[config.mk]
export PLATFORM = sky130hd
export DESIGN_NAME = iq_dac_feeder_flat
export DESIGN_NICKNAME = d
export VERILOG_FILES = /design/src/rtl/iq_dac_feeder_pkg.sv /design/src/rtl/iq_dac_feeder_if.sv /design/src/rtl/iq_pair_fifo.sv /design/src/rtl/iq_dac_feeder.sv /design/src/flat_wrapper.sv
export SDC_FILE = /design/constraint.sdc
export NUM_CORES = 1
export LEC_CHECK = 0
export BUFFER_PORTS_ARGS = -buffer_cell sky130_fd_sc_hd__buf_2
export CORE_MARGIN = 5
export CORE_UTILIZATION = 35
export CTS_CLUSTER_SIZE = 30
export DETAILED_ROUTE_END_ITERATION = 7
export MAX_ROUTING_LAYER = met4
export SLEW_MARGIN = 20
export SYNTH_ARGS = -nofsm -noshare
export SYNTH_HDL_FRONTEND = slang
export SYNTH_SLANG_ARGS = --single-unit
[constraint.sdc]
create_clock -name M100CLK -period 7.2 [get_ports M100CLK]
set_input_delay 1.44 -clock M100CLK [delete_from_list [all_inputs] [get_ports M100CLK]]
set_output_delay 1.44 -clock M100CLK [all_outputs]
set_load 0.01 [all_outputs]
[src/rtl/iq_dac_feeder_pkg.sv]
// ---------------------------------------------------------------------------
// iq_dac_feeder_pkg
// Shared definitions for the IQ DAC feeder: the feeder FSM state encoding,
// default sizing constants and the width of the dropped-sample counter.
// No ports (package).
// ---------------------------------------------------------------------------
package iq_dac_feeder_pkg;

  typedef enum logic [1:0] {
    IDLE   = 2'd0,
    FILL   = 2'd1,
    STREAM = 2'd2
  } feeder_state_t;

  localparam int DEFAULT_DEPTH = 16;
  localparam int DEFAULT_DAC_W = 16;
  localparam int DEFAULT_PRIME = 4;
  localparam int DROP_COUNT_W  = 16;

endpackage

[src/rtl/iq_dac_feeder_if.sv]
// ---------------------------------------------------------------------------
// iq_dac_feeder_if
// Groups the sample input and DAC output handshakes of the feeder.
//   sample_ready, i_in, q_in : scaled sample pair, qualified by a 1-cycle pulse
//   dac_valid, dac_i, dac_q  : held DAC sample
//   dac_ready                : DAC accepts the held sample this cycle
// Modports:
//   master : upstream/DAC side (drives samples and dac_ready)
//   slave  : the feeder itself
// ---------------------------------------------------------------------------
interface iq_dac_feeder_if
  import iq_dac_feeder_pkg::*;
#(
  parameter int DAC_W = DEFAULT_DAC_W
);

  logic             sample_ready;
  logic [31:0]      i_in;
  logic [31:0]      q_in;
  logic             dac_ready;
  logic             dac_valid;
  logic [DAC_W-1:0] dac_i;
  logic [DAC_W-1:0] dac_q;

  modport master (
    output sample_ready, i_in, q_in, dac_ready,
    input  dac_valid, dac_i, dac_q
  );

  modport slave (
    input  sample_ready, i_in, q_in, dac_ready,
    output dac_valid, dac_i, dac_q
  );

endinterface

[src/rtl/iq_pair_fifo.sv]
// ---------------------------------------------------------------------------
// iq_pair_fifo
// Synchronous FIFO holding packed {I,Q} sample pairs. DEPTH must be a power
// of two (>= 2) so the pointers wrap naturally modulo DEPTH.
// Ports:
//   M100CLK       : clock (rising edge)
//   reset         : asynchronous active-low reset (pointers and level to 0)
//   push, wdata   : write one pair; caller guarantees room (or a same-cycle pop)
//   pop, rdata    : rdata is the current head (fall-through); pop advances it
//   full, empty   : occupancy flags
//   level         : exact number of stored pairs, 0..DEPTH
// ---------------------------------------------------------------------------
module iq_pair_fifo
  import iq_dac_feeder_pkg::*;
#(
  parameter int DEPTH = DEFAULT_DEPTH,
  parameter int WIDTH = 2 * DEFAULT_DAC_W
) (
  input  logic                     M100CLK,
  input  logic                     reset,
  input  logic                     push,
  input  logic [WIDTH-1:0]         wdata,
  input  logic                     pop,
  output logic [WIDTH-1:0]         rdata,
  output logic                     full,
  output logic                     empty,
  output logic [$clog2(DEPTH):0]   level
);

  localparam int AW = $clog2(DEPTH);

  logic [WIDTH-1:0] mem [DEPTH];
  logic [AW-1:0]    wr_ptr;
  logic [AW-1:0]    rd_ptr;

  // Storage carries no reset; only the pointers define what is valid.
  always_ff @(posedge M100CLK) begin
    if (push) begin
      mem[wr_ptr] <= wdata;
    end
  end

  // Level tracks push/pop jointly so a simultaneous push and pop leaves it
  // unchanged even when the pointers wrap.
  always_ff @(posedge M100CLK or negedge reset) begin
    if (!reset) begin
      wr_ptr <= '0;
      rd_ptr <= '0;
      level  <= '0;
    end else begin
      if (push) wr_ptr <= wr_ptr + 1'b1;
      if (pop)  rd_ptr <= rd_ptr + 1'b1;
      case ({push, pop})
        2'b10:   level <= level + 1'b1;
        2'b01:   level <= level - 1'b1;
        default: ;
      endcase
    end
  end

  assign rdata = mem[rd_ptr];
  // Level never exceeds DEPTH, so its top bit alone marks full.
  assign full  = level[AW];
  assign empty = (level == '0);

endmodule

[src/rtl/iq_dac_feeder.sv]
// ---------------------------------------------------------------------------
// iq_dac_feeder
// Buffers scaled I/Q sample pairs in a FIFO and streams them to a DAC with a
// valid/ready handshake. Streaming starts once PRIME pairs are buffered and
// falls back to refilling on an underrun. Overflow/underrun are sticky and
// dropped samples are counted (saturating).
// Configuration macro:
//   IQ_FEEDER_SAT_EN : inputs with bits set above DAC_W-1 saturate to all
//                      ones; when undefined, inputs are truncated.
// Ports:
//   M100CLK      : system clock (rising edge)
//   reset        : asynchronous active-low reset
//   dac_bus      : sample input + DAC output handshake (slave modport)
//   clear_status : 1-cycle pulse clearing overflow, underrun, drop_count
//   overflow     : sticky, a sample was dropped on a full FIFO
//   underrun     : sticky, DAC consumed the last sample with FIFO empty
//   drop_count   : saturating count of dropped samples
//   streaming    : high while the FSM is in STREAM
// ---------------------------------------------------------------------------
module iq_dac_feeder
  import iq_dac_feeder_pkg::*;
#(
  parameter int DEPTH = DEFAULT_DEPTH,
  parameter int DAC_W = DEFAULT_DAC_W,
  parameter int PRIME = DEFAULT_PRIME
) (
  input  logic                    M100CLK,
  input  logic                    reset,
  iq_dac_feeder_if.slave          dac_bus,
  input  logic                    clear_status,
  output logic                    overflow,
  output logic                    underrun,
  output logic [DROP_COUNT_W-1:0] drop_count,
  output logic                    streaming
);

  localparam int LVL_W = $clog2(DEPTH) + 1;

  feeder_state_t      state;
  logic [DAC_W-1:0]   conv_i;
  logic [DAC_W-1:0]   conv_q;
  logic [2*DAC_W-1:0] fifo_rdata;
  logic               fifo_full;
  logic               fifo_empty;
  logic [LVL_W-1:0]   fifo_level;
  logic               consume;
  logic               load;
  logic               push_ok;
  logic               drop;
  logic               underrun_evt;

  always_comb begin
    conv_i = dac_bus.i_in[DAC_W-1:0];
    conv_q = dac_bus.q_in[DAC_W-1:0];
`ifdef IQ_FEEDER_SAT_EN
    if ((dac_bus.i_in >> DAC_W) != 32'd0) conv_i = '1;
    if ((dac_bus.q_in >> DAC_W) != 32'd0) conv_q = '1;
`endif
  end

`ifndef IQ_FEEDER_SAT_EN
  logic unused_upper_bits;
  assign unused_upper_bits = ^{dac_bus.i_in >> DAC_W, dac_bus.q_in >> DAC_W};
`endif

  // The output register pops the FIFO whenever it is empty or being drained;
  // a full FIFO still accepts a write in a cycle where that pop happens.
  assign consume      = dac_bus.dac_valid && dac_bus.dac_ready;
  assign load         = (state == STREAM) && !fifo_empty &&
                        (!dac_bus.dac_valid || dac_bus.dac_ready);
  assign push_ok      = dac_bus.sample_ready && (!fifo_full || load);
  assign drop         = dac_bus.sample_ready && !push_ok;
  assign underrun_evt = (state == STREAM) && consume && fifo_empty;

  iq_pair_fifo #(
    .DEPTH (DEPTH),
    .WIDTH (2 * DAC_W)
  ) u_fifo (
    .M100CLK (M100CLK),
    .reset   (reset),
    .push    (push_ok),
    .wdata   ({conv_i, conv_q}),
    .pop     (load),
    .rdata   (fifo_rdata),
    .full    (fifo_full),
    .empty   (fifo_empty),
    .level   (fifo_level)
  );

  // FSM with the DAC output register; a consumed sample with nothing behind
  // it drops valid and returns to FILL to re-prime the FIFO.
  always_ff @(posedge M100CLK or negedge reset) begin
    if (!reset) begin
      state             <= IDLE;
      streaming         <= 1'b0;
      dac_bus.dac_valid <= 1'b0;
      dac_bus.dac_i     <= '0;
      dac_bus.dac_q     <= '0;
    end else begin
      case (state)
        IDLE: begin
          if (push_ok) state <= FILL;
        end
        FILL: begin
          if (fifo_level >= LVL_W'(PRIME)) begin
            state     <= STREAM;
            streaming <= 1'b1;
          end
        end
        STREAM: begin
          if (load) begin
            dac_bus.dac_valid <= 1'b1;
            dac_bus.dac_i     <= fifo_rdata[2*DAC_W-1:DAC_W];
            dac_bus.dac_q     <= fifo_rdata[DAC_W-1:0];
          end else if (consume) begin
            dac_bus.dac_valid <= 1'b0;
            state             <= FILL;
            streaming         <= 1'b0;
          end
        end
        default: begin
          state     <= IDLE;
          streaming <= 1'b0;
        end
      endcase
    end
  end

  // Status flags; a clear coinciding with a new event keeps that event.
  always_ff @(posedge M100CLK or negedge reset) begin
    if (!reset) begin
      overflow   <= 1'b0;
      underrun   <= 1'b0;
      drop_count <= '0;
    end else if (clear_status) begin
      overflow   <= drop;
      underrun   <= underrun_evt;
      drop_count <= drop ? DROP_COUNT_W'(1) : '0;
    end else begin
      if (drop) overflow <= 1'b1;
      if (underrun_evt) underrun <= 1'b1;
      if (drop && (drop_count != '1)) drop_count <= drop_count + 1'b1;
    end
  end

endmodule

[src/flat_wrapper.sv]
// flat-port wrapper written by rule: the top's interface ports become plain ports
module iq_dac_feeder_flat import iq_dac_feeder_pkg::*;
#(
  parameter int DEPTH = DEFAULT_DEPTH,
  parameter int DAC_W = DEFAULT_DAC_W,
  parameter int PRIME = DEFAULT_PRIME
)
  (M100CLK, reset, clear_status, overflow, underrun, drop_count, streaming, dac_bus_sample_ready, dac_bus_i_in, dac_bus_q_in, dac_bus_dac_ready, dac_bus_dac_valid, dac_bus_dac_i, dac_bus_dac_q);
  iq_dac_feeder_if #(.DAC_W(DAC_W)) dac_bus_i ();
  input  logic M100CLK;
  input  logic reset;
  input  logic clear_status;
  output logic overflow;
  output logic underrun;
  output logic [DROP_COUNT_W-1:0] drop_count;
  output logic streaming;
  input wire logic [$bits(dac_bus_i.sample_ready)-1:0] dac_bus_sample_ready;
  input wire logic [$bits(dac_bus_i.i_in)-1:0] dac_bus_i_in;
  input wire logic [$bits(dac_bus_i.q_in)-1:0] dac_bus_q_in;
  input wire logic [$bits(dac_bus_i.dac_ready)-1:0] dac_bus_dac_ready;
  output wire logic [$bits(dac_bus_i.dac_valid)-1:0] dac_bus_dac_valid;
  output wire logic [$bits(dac_bus_i.dac_i)-1:0] dac_bus_dac_i;
  output wire logic [$bits(dac_bus_i.dac_q)-1:0] dac_bus_dac_q;
  assign dac_bus_i.sample_ready = dac_bus_sample_ready;
  assign dac_bus_i.i_in = dac_bus_i_in;
  assign dac_bus_i.q_in = dac_bus_q_in;
  assign dac_bus_i.dac_ready = dac_bus_dac_ready;
  assign dac_bus_dac_valid = dac_bus_i.dac_valid;
  assign dac_bus_dac_i = dac_bus_i.dac_i;
  assign dac_bus_dac_q = dac_bus_i.dac_q;
  iq_dac_feeder #(.DEPTH(DEPTH), .DAC_W(DAC_W), .PRIME(PRIME)) u_core (.M100CLK(M100CLK), .reset(reset), .dac_bus(dac_bus_i), .clear_status(clear_status), .overflow(overflow), .underrun(underrun), .drop_count(drop_count), .streaming(streaming));
endmodule
Word level (Yosys, flattened, before mapping). Memories as Yosys holds them, arrays and structs flattened. A register that Yosys moved wholly into a read port is not among the register bits. Cells that the tools add are included.

Bits in registers: 35. Bits in writable memories: 512. Input port bits: 69. Output and inout bits: 52. Word-level logic and storage cells: 72. Memories: 1.

Memory list: u_core.u_fifo.mem (words 16, bits a word 32, rd ports 1, clocked after Yosys merged registers in 1, write ports 1, line iq_pair_fifo.sv:32) `logic [WIDTH-1:0] mem [DEPTH];`.

Add/sub/neg operators: 5. Magnitude comparators: 1. Equal/unequal tests: 9. Multiplexer cells: 20. Bitwise logic cells: 1. Reductions and logical operators: 26.

Operator list (number): 16-bit two-way mux (2); 16-bit by 1-bit adder with 16-bit output (second input constant) (1); 16-bit inequality test (second input constant) (1); 1-bit two-way mux (11); 5-bit one-hot mux with 2 select lines (1); 2-bit nonzero test (5); 4-bit by 1-bit adder with 4-bit output (second input constant) (2); 1-bit logical AND (8); 2-bit two-way mux (4); 4-bit AND reduction (2); 2-bit by 1-bit inequality test with 1-bit output (second input constant) (3); 2-bit one-hot mux with 3 select lines (1); 5-bit by 1-bit adder with 5-bit output (second input constant) (1); 5-bit by 3-bit greater-or-equal comparator with 1-bit output (second input constant) (1); 1-bit logical NOT (5); 5-bit logical NOT (1); 5-bit by 1-bit subtractor with 5-bit output (second input constant) (1); 2-bit by 1-bit equality test with 1-bit output (second input constant) (2); 2-bit equality test (second input constant) (2); 2-bit AND reduction (2); 1-bit one-hot mux with 3 select lines (1); 2-bit logical NOT (1); 1-bit logical OR (2); 2-bit inequality test (second input constant) (1); 1-bit inverter (1).

Depth between registers and ports, before layout. Gate-level depths: netlist (run 1).

Depth in word-level cells: 11. Depth in mapped cells: 13. Mapped depth without buffers: 10.

Modules after synthesis. A second synthesis (run 1) with hierarchy kept.

Cell total of the unflattened synthesis: 1074. Area, all modules: 22442.8 um2.

By module, submodules not included: iq_pair_fifo (times used 1, cells each 880, area an instance 20015.4 um2, seq. area each 15700.1 um2); iq_dac_feeder (times used 1, cells each 194, area an instance 2427.3 um2, seq. area each 1351.3 um2).

Worst setup path before layout (run 1). Ideal clock, no wire load.

Path kind: input-to-reg. Start point: input port dac_bus_dac_ready. End point: memory u_core.u_fifo.mem[0][0] (netlist name) (enable). Setup time: 502 ps. Arrival: 5358 ps. Required time: 6698 ps. Path slack: 1340 ps. Stages on the path: 4. Path buffers: 0. Cell sequence: and2b_1 > o21ai_1 > nand2_1 > nor4_1.

Longest elaborated chain between the ends: 6.

Ends and longest elaborated chain: start, declared (line flat_wrapper.sv:20) `input wire logic [$bits(dac_bus_i.dac_ready)-1:0] dac_bus_dac_ready;`; 1-bit logical OR (line iq_dac_feeder.sv:70) `(!dac_bus.dac_valid || dac_bus.dac_ready);`; 1-bit logical AND (line iq_dac_feeder.sv:69) `assign load = (state == STREAM) && !fifo_empty &&`; 1-bit logical OR (line iq_dac_feeder.sv:71) `assign push_ok = dac_bus.sample_ready && (!fifo_full || load);`; 1-bit logical AND (line iq_dac_feeder.sv:71); 1-bit two-way mux (line iq_pair_fifo.sv:38) `if (push) begin`; 1-bit two-way mux (implied by the code) (line iq_pair_fifo.sv:39) `mem[wr_ptr] <= wdata;`; end, declared (line iq_pair_fifo.sv:32).

Every way passes these cells.

Final worst setup path (run 1).
Start point: input port dac_bus_dac_ready. End point: register u_core.u_fifo.level[4].

Longest elaborated chain between the ends: 6. Elaborated cells between the ends (all ways): 8. Classes of those cells: eq/ne: 2; mux: 1; reduce/logical: 5.

Ends and longest elaborated chain: 1-bit logical OR (*) (line iq_dac_feeder.sv:70); 1-bit logical AND (*) (line iq_dac_feeder.sv:69); 1-bit logical OR (line iq_dac_feeder.sv:71); 1-bit logical AND (line iq_dac_feeder.sv:71); 2-bit by 1-bit equality test with 1-bit output / 2-bit equality test (equally long branches) (line iq_pair_fifo.sv:53) `case ({push, pop})`; 5-bit one-hot mux with 2 select lines / 2-bit nonzero test (equally long branches); end signal, assigned (line iq_pair_fifo.sv:54) `2'b10: level <= level + 1'b1;`; end signal, assigned (line iq_pair_fifo.sv:55) `2'b01: level <= level - 1'b1;`; end, declared (line iq_pair_fifo.sv:27) `output logic [$clog2(DEPTH):0] level`.

Every way passes the cells marked *; elsewhere a longest branch is shown, timed or not. A chain may end at the register's enable or synchronous reset.

==> key figures, run 1 <==
Power
  – Sw frac: 29.1%
  – Lkg Pwr: 8.68 nW
  – Gate power share: 26.4%
  – Sw Pwr: 2.94 mW
  – Reg power frac: 42.9%
  – VDD IR max: 0.263 mV
  – Clock Power Share: 30.7%
  – Int Power: 7.14 mW
  – Power Dens Cells: 385 nW/um2

Die
  – Die extent in y: 265 um
  – # rows: 93
  – Die area: 70100 um2
  – # IOs: 121
  – Initial Utilization: 35.3%
  – CORE AREA: 64300 um2
  – Die width: 265 um

Detailed routing
  – DRT Pass-1 Iters: 5
  – Antenna Nets Post-Route: 0
  – Routed len/inst: 22.9 um
  – Drt via density: 5.12
  – Initial DRC Count: 1026
  – DRT Wirelength: 48.1 mm
  – Vias: 10800
  – Remaining routing DRC violations: 0

STA
  – Setup TNS: 0 ns
  – Hold WS: 0.502 ns
  – Final hold vios: 0
  – # setup viols final: 0
  – Post-route minimum period: 3.75 ns
  – Slew HR: 27.0%
  – Skew final: 0.0163 ns
  – RSZ-0062 raised after global routing: no
  – Slew Viols, Final: 0
  – Tcrit/Tclk final: 52.1%
  – Highest clock rate: 0.267 GHz
  – Least-Margin Pin Slew: 1.09 ns

Critical path
  – RR Endpoint: u_core.u_fifo.level[4]
  – WP data arrival: 4.24 ns
  – CP max FO: 9
  – Worst Path Required: 7.69 ns
  – FF-to-FF Start: u_core.state[0]
  – Worst Setup Path Type: input port to flip-flop
  – R2R depth: 10
  – Flop2flop setup slack: 3.85 ns
  – Crit end category: flip-flop
  – Startpoint class of the critical path: input port

Global route
  – Gr ovfl total: 0
  – First-pass GRT wire length: 72.1 mm
  – Vias in the first global route: 11300
  – Initial antenna violation count: 4
  – Grt met3 use: 3.42%
  – Pin count of the biggest net entering global routing: 107
  – Gr usage total: 13.9%
  – GR met1 Demand/Resource: 18.2%
  – GRT busiest layer: met2
  – Grt met2 use: 22.1%

Synthesis
  – Syn nets: 1162
  – Sequential area share after synthesis: 75.1%
  – Synth cell types: 59
  – Most used DFF post-synth: edfxtp_1
  – Asr flop ratio synth: 11.6%
  – Share of the synthesized area in the top cell type: 67.7%
  – #FFs+latches synth: 579
  – Syn avg cell area: 21.0 um2
  – Post-synth EDFFs: 512
  – Post-Synthesis Cell Area: 22700 um2
  – Yosys warnings: 0
  – Main area contributors after synthesis: edfxtp_1 68%, mux4_2 13%, dfrtp_1 7.4%, mux2_4 1.9%, mux2i_1 1.5%
  – Yosys top cell by area: edfxtp_1
  – Synth Instances: 1083

Min path
  – Min-Delay Path Class: flip-flop to flip-flop
  – Hold Path Origin: u_core.dac_bus.dac_q[1]
  – Hold Crit Depth: 1
  – Hold Crit Endpoint: u_core.dac_bus.dac_q[1]

Flow run
  – Maxcap violations: 0

Cells and area
  – Area Overhead vs Synth: 15.3%
  – Final design utilization: 40.7%
  – Nets: 1275
  – Commonest non-fill, non-tap cell in the layout: edfxtp_1
  – Ratio of cells with drive above 1 in the final layout: 31.8%
  – Commonest non-fill, non-tap cells in the layout: 512 x edfxtp_1, 128 x mux4_2, 87 x buf_2

Clock network
  – Cts repair resizes: 0
  – TritonCTS clock tree: done
  – CTS Buf Count: 59
  – Postcts setup bufs: 0
  – Clock tree sinks: 579
  – CTS Root Cell: clkbuf_16
  – CTS max path bufs: 3
  – Clock Pin Slew Worst Setup and Hold Paths: 0.06 ns
  – Clk_lat worst skew: 0.61 ns
  – H-tree levels: 2
  – Hold-fix buffers at CTS: 0

Run status
  – Status: finished, final reports clean

Place
  – Detail Placement HPWL: 25.0 mm
  – Port Buf Inserts: 88
  – Routability cong.: 0.732
## stage by stage
| step | worst slack [ns] | power (mW) | instances | instance area [um2] |
|---|---|---|---|---|
| 2_1_floorplan | 1.34 | 6.34 | 1083 | 22700 |
| 3_3_place_gp | 2.94 | 7.08 | 1990 | 24200 |
| 3_5_place_dp | 2.83 | 7.13 | 1990 | 24200 |
| 4_1_cts | 3.49 | 10.2 | 2101 | 26200 |
| 5_1_grt | 3.24 | 10.6 | 2104 | 26200 |
| 6_report | 3.45 | 10.1 | 2104 | 26200 |
## Yosys cell counts (10+ instances only)
| library cell | number |
|---|---|
| inv_1 | 12 |
| dfrtp_1 | 67 |
| buf_1 | 14 |
| mux2i_1 | 35 |
| nand2_1 | 11 |
| mux2_4 | 28 |
| buf_6 | 12 |
| a21oi_1 | 44 |
| mux4_2 | 128 |
| ha_1 | 10 |
| edfxtp_1 | 512 |
| nor2_1 | 22 |
| o22ai_1 | 34 |
| clkbuf_1 | 23 |
## power groups by stage
stage | Sequential, mW | Combinational (mW) | Clock [mW]
floorplan | 4.28 | 2.06 | 0
detailed placement | 4.39 | 2.73 | 0
CTS | 4.33 | 2.74 | 3.17
global placement | 4.37 | 2.70 | 0
finish | 4.32 | 2.66 | 3.10
global route | 4.37 | 2.89 | 3.31
## cell families (layout without fill, tap and decap cells)
| group | Yosys count | after routing | share of synthesized area [%] |
|---|---|---|---|
| buf+inv | 71 | 234 | 1.65 |
| simple gates | 95 | 95 | 2.47 |
| fa+ha+maj | 10 | 10 | 0.551 |
| xor+xnor | 11 | 11 | 0.424 |
| flops | 579 | 579 | 75.1 |
| other cells | 0 | 3 | 0 |
| compound gates | 112 | 112 | 3.05 |
| mux | 205 | 205 | 16.8 |
## area by class of cell
class                      instances  area [um2]
antenna                            3        7.51
clock buffer                      73        1580
clock inverter                    38         400
fill                            5624       38200
inverter                          12        45.0
multi-input combinational        433        5390
sequential                       579       17100
tap                              855        1070
timing repair buffer             111         628
## worst max-delay path by stage
| stage | endpoint | cells past startpoint | from | slack, ns |
|---|---|---|---|---|
| finish | u_core.u_fifo.level[4] | 11 | dac_bus_dac_ready | 3.45 |
| global route | u_core.u_fifo.level[4] | 11 | dac_bus_dac_ready | 3.24 |
| CTS | u_core.u_fifo.level[4] | 11 | dac_bus_dac_ready | 3.49 |
| detailed placement | u_core.u_fifo.level[4] | 11 | dac_bus_dac_ready | 2.83 |
| global placement | u_core.u_fifo.level[4] | 11 | dac_bus_dac_ready | 2.94 |
| floorplan | u_core.u_fifo.mem[0][0] | 4 | dac_bus_dac_ready | 1.34 |
## worst max-delay path, cell delays in order
cell and delay, ns:
buf_2 0.12, and2b_1 0.28, o21ai_1 0.49, nand2_1 0.40, ha_1 0.44, xor2_1 0.18, ha_1 0.22, o211a_1 0.23
o31ai_1 0.19, a31oi_1 0.08, xor2_1 0.16
## layer usage
| layer | share of wire [%] | up-vias |
|---|---|---|
| met4 | 2.2 | 0 |
| met2 | 48 | 290 |
| met5 | 0 | - |
| met3 | 6.6 | 69 |
| met1 | 43 | 5709 |
| li1 | - | 4711 |
## flip-flops by register name (all words and copies together) (netlist names)
| signal | count |
|---|---|
| u_core.streaming | 1 |
| u_core.drop_count | 16 |
| u_core.u_fifo.rd_ptr | 4 |
| u_core.dac_bus.dac_q | 16 |
| u_core.underrun | 1 |
| u_core.state | 2 |
| u_core.overflow | 1 |
| u_core.u_fifo.mem | 512 |
| u_core.u_fifo.level | 5 |
| u_core.dac_bus.dac_i | 16 |
| u_core.dac_bus.dac_valid | 1 |
| u_core.u_fifo.wr_ptr | 4 |
(Power assumes the default switching activity.)
==> inputs of run 2 (changes only) <==
--- a/config.mk
+++ b/config.mk
@@ -5,6 +5,7 @@
 export SDC_FILE = /design/constraint.sdc
 export NUM_CORES = 1
 export LEC_CHECK = 0
+export ABC_AREA = 1
 export BUFFER_PORTS_ARGS = -buffer_cell sky130_fd_sc_hd__buf_2
 export CORE_MARGIN = 5
 export CORE_UTILIZATION = 35
==> constraint.sdc (replaced) <==
create_clock -name M100CLK -period 3.7 [get_ports M100CLK]
set_input_delay 0.74 -clock M100CLK [delete_from_list [all_inputs] [get_ports M100CLK]]
set_output_delay 0.74 -clock M100CLK [all_outputs]
set_load 0.01 [all_outputs]
==> run 2 against run 1 <==
Compared with the run above: global-route usage rose by 2.3 points; synthesized cell count rose by 96%; critical endpoint is now u_core.u_fifo.mem[3][23]; worst hold slack got worse by 0.30 ns; sequential power rose by 90%; combinational power rose to 2.5 times the previous value; highest routed layer unchanged; largest power group unchanged.
==> key figures, run 2 <==
Die
  – # rows: 96
  – Initial Utilization: 35.1%
  – Die extent in y: 272 um
  – Die area: 73800 um2
  – Die width: 272 um
  – CORE AREA: 68200 um2
  – # IOs: 121

STA
  – Final hold vios: 0
  – Tcrit/Tclk final: 70.9%
  – Slew Viols, Final: 0
  – Slew HR: 31.4%
  – RSZ-0062 raised after global routing: no
  – Post-route minimum period: 2.62 ns
  – Highest clock rate: 0.381 GHz
  – Least-Margin Pin Slew: 1.03 ns
  – Setup TNS: 0 ns
  – # setup viols final: 0
  – Skew final: 0.0168 ns

Global route
  – Vias in the first global route: 15400
  – Initial antenna violation count: 3
  – Gr usage total: 16.2%
  – Pin count of the biggest net entering global routing: 131
  – First-pass GRT wire length: 91.2 mm
  – Gr ovfl total: 0

Synthesis
  – Synth top cells by count: 861 x nand2_1, 512 x edfxtp_1, 420 x nand3_1
  – Synth cell types: 30
  – Share of the synthesized area in the top cell type: 64.2%
  – Syn nets: 2202
  – XOR/XNOR Fraction of Synth Area: 0.622%
  – Synth Area in Compound Gates: 0.272%
  – Syn avg cell area: 11.3 um2
  – Yosys warnings: 0
  – Main area contributors after synthesis: edfxtp_1 64%, nand2_1 13%, nand3_1 8.8%, dfrtp_1 7.0%, buf_2 1.4%
  – Simple-gate share of the synthesized area: 23.8%
  – Synth Area in Adders: 0.522%
  – Mux contribution to synthesized area: 0%
  – Sequential area share after synthesis: 71.2%
  – #FFs+latches synth: 579
  – Most used DFF post-synth: edfxtp_1
  – Count leader, synth: nand2_1
  – Synth Instances: 2123
  – Post-synth EDFFs: 512
  – Largest family of logic cells by synthesized area: simple AND/OR/NAND/NOR gates
  – Post-Synthesis Cell Area: 24000 um2
  – Asr flop ratio synth: 11.6%
  – Yosys top cell by area: edfxtp_1

Cells and area
  – Final Non-Filler Cells: 3133
  – Ratio of cells with drive above 1 in the final layout: 11.6%
  – Number of flip-flops in the largest register: 512
  – Largest Register: u_core.u_fifo.mem
  – Nets: 2279
  – Commonest non-fill, non-tap cell in the layout: nand2_1
  – Commonest non-fill, non-tap cells in the layout: 861 x nand2_1, 512 x edfxtp_1, 420 x nand3_1
  – Area Overhead vs Synth: 14.1%

Flow run
  – Maxcap violations: 0

Clock network
  – TritonCTS clock tree: done
  – Hold-fix buffers at CTS: 0
  – Clock Pin Slew Worst Setup and Hold Paths: 0.06 ns
  – CTS Buf Count: 59
  – CTS Root Cell: clkbuf_16
  – Cts repair resizes: 0
  – CTS max path bufs: 3
  – Clock tree sinks: 579
  – Postcts setup bufs: 0
  – H-tree levels: 2
  – Clk_lat worst skew: 0.61 ns

Power
  – Sw frac: 36.4%
  – Power Dens Cells: 759 nW/um2
  – Clock Power Share: 28.2%
  – Reg power frac: 39.4%
  – Lkg Pwr: 10.5 nW
  – VDD IR max: 0.976 mV
  – Total power: 20.7 mW
  – Sw Pwr: 7.54 mW
  – Int Power: 13.2 mW
  – Gate power share: 32.4%

Detailed routing
  – Initial DRC Count: 1380
  – Routed len/inst: 18.8 um
  – Drt via density: 4.98
  – DRT Wirelength: 59.0 mm
  – Vias: 15600
  – DRT Pass-1 Iters: 5
  – Antenna Nets Post-Route: 0
  – Remaining routing DRC violations: 0

Critical path
  – Worst Setup Path Type: flip-flop to flip-flop
  – CP max FO: 23
  – WP data arrival: 2.91 ns
  – Startpoint class of the critical path: flip-flop
  – Worst Path Required: 3.99 ns
  – Crit end category: flip-flop
  – Flop2flop setup slack: 1.08 ns

Run status
  – Status: finished, final reports clean

Place
  – Detail Placement HPWL: 32.3 mm
  – Routability cong.: 0.841
  – Dpl cells: 3021
  – Port Buf Inserts: 88

Min path
  – Min-Delay Path Class: input port to asynchronous set/reset pin
## run 2: cell count changes after synthesis, moves of 21 or more
cell and delta:
mux2i_1 -35, nand3_1 +411, nand2_1 +850, mux2_4 -28, o22ai_1 -34, buf_2 +58
nor2_1 +21, mux4_2 -128, a21oi_1 -43
## run 2: logic make-up (layout without fill, tap and decap cells)
group                      after synthesis  count (layout)
xor gates and xnor gates                17              17
AOI/OAI and AO/OA                       11              11
adders and majority gates               10              10
DFF                                    579             579
other                                    0               2
and+or+nand+nor                       1351            1351
buffers and inverters                  155             281
## run 2: power groups by stage
| stage | Combinational [mW] | Sequential, mW | Clock [mW] |
|---|---|---|---|
| 2_1_floorplan | 4.79 | 8.30 | 0 |
| 3_3_place_gp | 6.71 | 8.30 | 0 |
| 3_5_place_dp | 6.79 | 8.32 | 0 |
| 4_1_cts | 6.83 | 8.19 | 5.99 |
| 5_1_grt | 7.58 | 8.25 | 6.26 |
| 6_report | 6.72 | 8.19 | 5.84 |
## run 2: path summary, 6_finish.rpt
check / from / end / cells after the start
max in group asynchronous: reset / u_core.dac_bus.dac_q[15] / 2
min in group M100CLK: clear_status / u_core.drop_count[0] / 3
hold reg to reg: u_core.dac_bus.dac_i[9] / u_core.dac_bus.dac_i[9] / 2
setup reg to reg: u_core.state[0] / u_core.u_fifo.mem[3][23] / 10
setup / recovery: u_core.state[0] / u_core.u_fifo.mem[3][23] / 10
hold / removal: reset / u_core.dac_bus.dac_q[2] / 1
## run 2: metrics by stage
| stage | utilization, % | area, um2 | hold WS (ns) | setup WS, ns |
|---|---|---|---|---|
| CTS | 40.1 | 27300 | 0.224 | 1.02 |
| detailed placement | 37.3 | 25400 | 0.461 | 0.775 |
| global route | 40.1 | 27300 | 0.268 | 0.880 |
| global placement | 37.3 | 25400 | 0.465 | 0.757 |
| finish | 40.1 | 27300 | 0.206 | 1.08 |
| floorplan | - | 24000 | 0.444 | 0.538 |
## run 2: routing by layer
| metal | GRT usage (%) | vias up | part of all wire (%) |
|---|---|---|---|
| met1 | 21.3 | 7684 | 44 |
| met5 | - | - | 0 |
| met2 | 26.9 | 388 | 49 |
| met3 | 2.80 | 68 | 5.7 |
| li1 | - | 7456 | - |
| met4 | 3.18 | 0 | 1.5 |
## run 2: critical path, cell delays in order, from the launching register on
cell	delay, ns
dfrtp_1	0.42
inv_2	0.07
nand2_1	0.09
nor2_1	0.14
nand2_2	0.08
nand2_1	0.06
nand2_1	0.17
inv_2	0.20
nand2_1	0.28
nor2_4	0.48
buf_12	0.30
## run 2: cell type report
| type | instances | area [um2] |
|---|---|---|
| fillers | 6358 | 40900 |
| flip-flops and latches | 579 | 17100 |
| multi-input cells | 1389 | 6150 |
| clock buffers | 73 | 1590 |
| well taps | 882 | 1100 |
| repair buffers | 136 | 966 |
| clock inverters | 37 | 319 |
| inverters | 35 | 139 |
| diodes | 2 | 5.00 |
==> inputs of run 3 (changes only) <==
--- a/config.mk
+++ b/config.mk
@@ -5,7 +5,7 @@
 export SDC_FILE = /design/constraint.sdc
 export NUM_CORES = 1
 export LEC_CHECK = 0
-export ABC_AREA = 1
+export ABC_AREA = 0
 export BUFFER_PORTS_ARGS = -buffer_cell sky130_fd_sc_hd__buf_2
 export CORE_MARGIN = 5
 export CORE_UTILIZATION = 35
==> constraint.sdc (replaced) <==
create_clock -name M100CLK -period 2.5 [get_ports M100CLK]
set_input_delay 0.5 -clock M100CLK [delete_from_list [all_inputs] [get_ports M100CLK]]
set_output_delay 0.5 -clock M100CLK [all_outputs]
set_load 0.01 [all_outputs]
==> run 3 against run 2 <==
Compared with the run above: fmax increased by 10%; clock power increased by 49%; critical path type unchanged; largest power group unchanged; sequential cell count unchanged.
==> key figures, run 3 (same netlist as run 1, synthesis figures left out) <==
Clock network
  – CTS Buf Count: 57
  – H-tree levels: 2
  – Clock Pin Slew Worst Setup and Hold Paths: 0.06 ns
  – Clock tree sinks: 579
  – Clk_lat worst skew: 0.61 ns
  – TritonCTS clock tree: done
  – CTS max path bufs: 3
  – CTS Root Cell: clkbuf_16

Critical path
  – Worst Setup Path Type: flip-flop to flip-flop
  – Critical path buffer and inverter count: 0
  – CP max stage cell: dfrtp_1
  – Worst Path Required: 2.97 ns
  – WP data arrival: 2.85 ns
  – CP max FO: 5
  – Startpoint class of the critical path: flip-flop
  – CP delay by family, top: simple AND/OR/NAND/NOR gates
  – Critical path's largest stage delay: 0.40 ns
  – Crit end category: flip-flop
  – Worst path cell trace: or3_4 -> nor3_4 -> nor3_4 -> ha_4 -> xor2_1 -> ha_2 -> o211a_1 -> o31ai_2 -> a31oi_1 -> xor2_1

Power
  – Power Dens Cells: 1100 nW/um2
  – Gate power share: 29.6%
  – Int Power: 21.1 mW
  – Total power: 29.8 mW
  – Reg power frac: 41.2%
  – Sw frac: 29.1%
  – Clock Power Share: 29.3%
  – Lkg Pwr: 9.09 nW
  – Sw Pwr: 8.68 mW
  – VDD IR max: 0.576 mV

Cells and area
  – Commonest non-fill, non-tap cell in the layout: edfxtp_1
  – Commonest non-fill, non-tap cells in the layout: 512 x edfxtp_1, 128 x mux4_2, 87 x buf_2
  – Ratio of cells with drive above 1 in the final layout: 34.7%
  – Area Overhead vs Synth: 19.0%
  – Number of flip-flops in the largest register: 512
  – Largest Register: u_core.u_fifo.mem
  – Nets: 1331

Die
  – Die extent in y: 265 um
  – CORE AREA: 64300 um2
  – # IOs: 121
  – Die width: 265 um
  – # rows: 93
  – Die area: 70100 um2
  – Initial Utilization: 35.3%

STA
  – Highest clock rate: 0.421 GHz
  – Slew Viols, Final: 0
  – Slew HR: 50.4%
  – Final hold vios: 0
  – Tcrit/Tclk final: 95.0%
  – Least-Margin Pin Slew: 0.744 ns
  – Skew final: 0.0178 ns
  – # setup viols final: 0
  – RSZ-0062 raised after global routing: no
  – Post-route minimum period: 2.38 ns
  – Hold WS: 0.264 ns

Run status
  – Status: finished, final reports clean

Global route
  – Gr ovfl total: 0
  – Pin count of the biggest net entering global routing: 37
  – Gr usage total: 14.8%
  – Vias in the first global route: 11500
  – Initial antenna violation count: 3
  – First-pass GRT wire length: 75.9 mm

Min path
  – Min-Delay Path Class: input port to flip-flop

Place
  – Detail Placement HPWL: 29.0 mm
  – Port Buf Inserts: 88
  – Routability cong.: 0.767

Detailed routing
  – Antenna Nets Post-Route: 0
  – Remaining routing DRC violations: 0
  – Initial DRC Count: 946
  – Vias: 11000
  – Drt via density: 5.11
  – Routed len/inst: 23.5 um
  – DRT Pass-1 Iters: 5
  – DRT Wirelength: 50.6 mm

Flow run
  – Maxcap violations: 0
[run 3: worst paths after layout]
| kind | to | cells past startpoint | start | slack, ns |
|---|---|---|---|---|
| max | u_core.u_fifo.level[4] | 10 | u_core.u_fifo.level[3] | 0.12 |
| min | u_core.u_fifo.mem[3][17] | 1 | dac_bus_i_in[1] | 0.26 |
| max reg2reg | u_core.u_fifo.level[4] | 10 | u_core.u_fifo.level[3] | 0.12 |
| min reg2reg | u_core.dac_bus.dac_q[1] | 1 | u_core.dac_bus.dac_q[1] | 0.50 |
| max in group asynchronous | u_core.dac_bus.dac_q[2] | 3 | reset | 1.36 |
| min in group asynchronous | u_core.dac_bus.dac_i[15] | 2 | reset | 0.50 |
[run 3: power by group through the flow]
stage / combinational, mW / sequential [mW] / clock (mW)
after floorplan: 6.15 / 12.3 / 0
after global placement: 8.94 / 12.4 / 0
after detailed placement: 9.00 / 12.5 / 0
after CTS: 9.02 / 12.3 / 8.95
after global routing: 9.54 / 12.4 / 9.35
final: 8.81 / 12.3 / 8.73
[run 3: timing repair]
item,in CTS,in global routing
endpoints found under the setup margin,0,1
setup buffers,0,1
hold endpoints to repair,34,0
resized for setup,0,1
hold buffers,1,0
[run 3: area by class of cell]
type | count | area [um2]
Antenna cell | 2 | 5.00
Clock buffer | 77 | 1600
Clock inverter | 31 | 338
Fill cell | 5569 | 37300
Inverter | 12 | 45.0
Multi-Input combinational cell | 433 | 5490
Sequential cell | 579 | 17100
Tap cell | 855 | 1070
Timing Repair Buffer | 169 | 1420
[run 3: through the flow]
| step | cells | instance area [um2] | util (%) | worst slack (ns) | TNS [ns] |
|---|---|---|---|---|---|
| after floorplan | 1083 | 22900 | - | -0.280 | -86.07 |
| after global placement | 2046 | 25100 | 38.9 | 0.0636 | 0 |
| after detailed placement | 2046 | 25100 | 38.9 | 0.0272 | 0 |
| after CTS | 2155 | 27000 | 42.0 | 0.00869 | 0 |
| after global routing | 2158 | 27000 | 42.0 | 0.00693 | 0 |
| final | 2158 | 27000 | 42.0 | 0.124 | 0 |
[run 3: routing by layer]
| layer | global-route usage [%] | vias up | wire length [um] | share of wire (%) |
|---|---|---|---|---|
| li1 | - | 4849 | - | - |
| met1 | 20.0 | 5806 | 22100 | 44 |
| met2 | 23.8 | 301 | 24700 | 49 |
| met3 | 2.87 | 62 | 2990 | 5.9 |
| met4 | 2.71 | 0 | 751 | 1.5 |
| met5 | - | - | 0 | 0 |
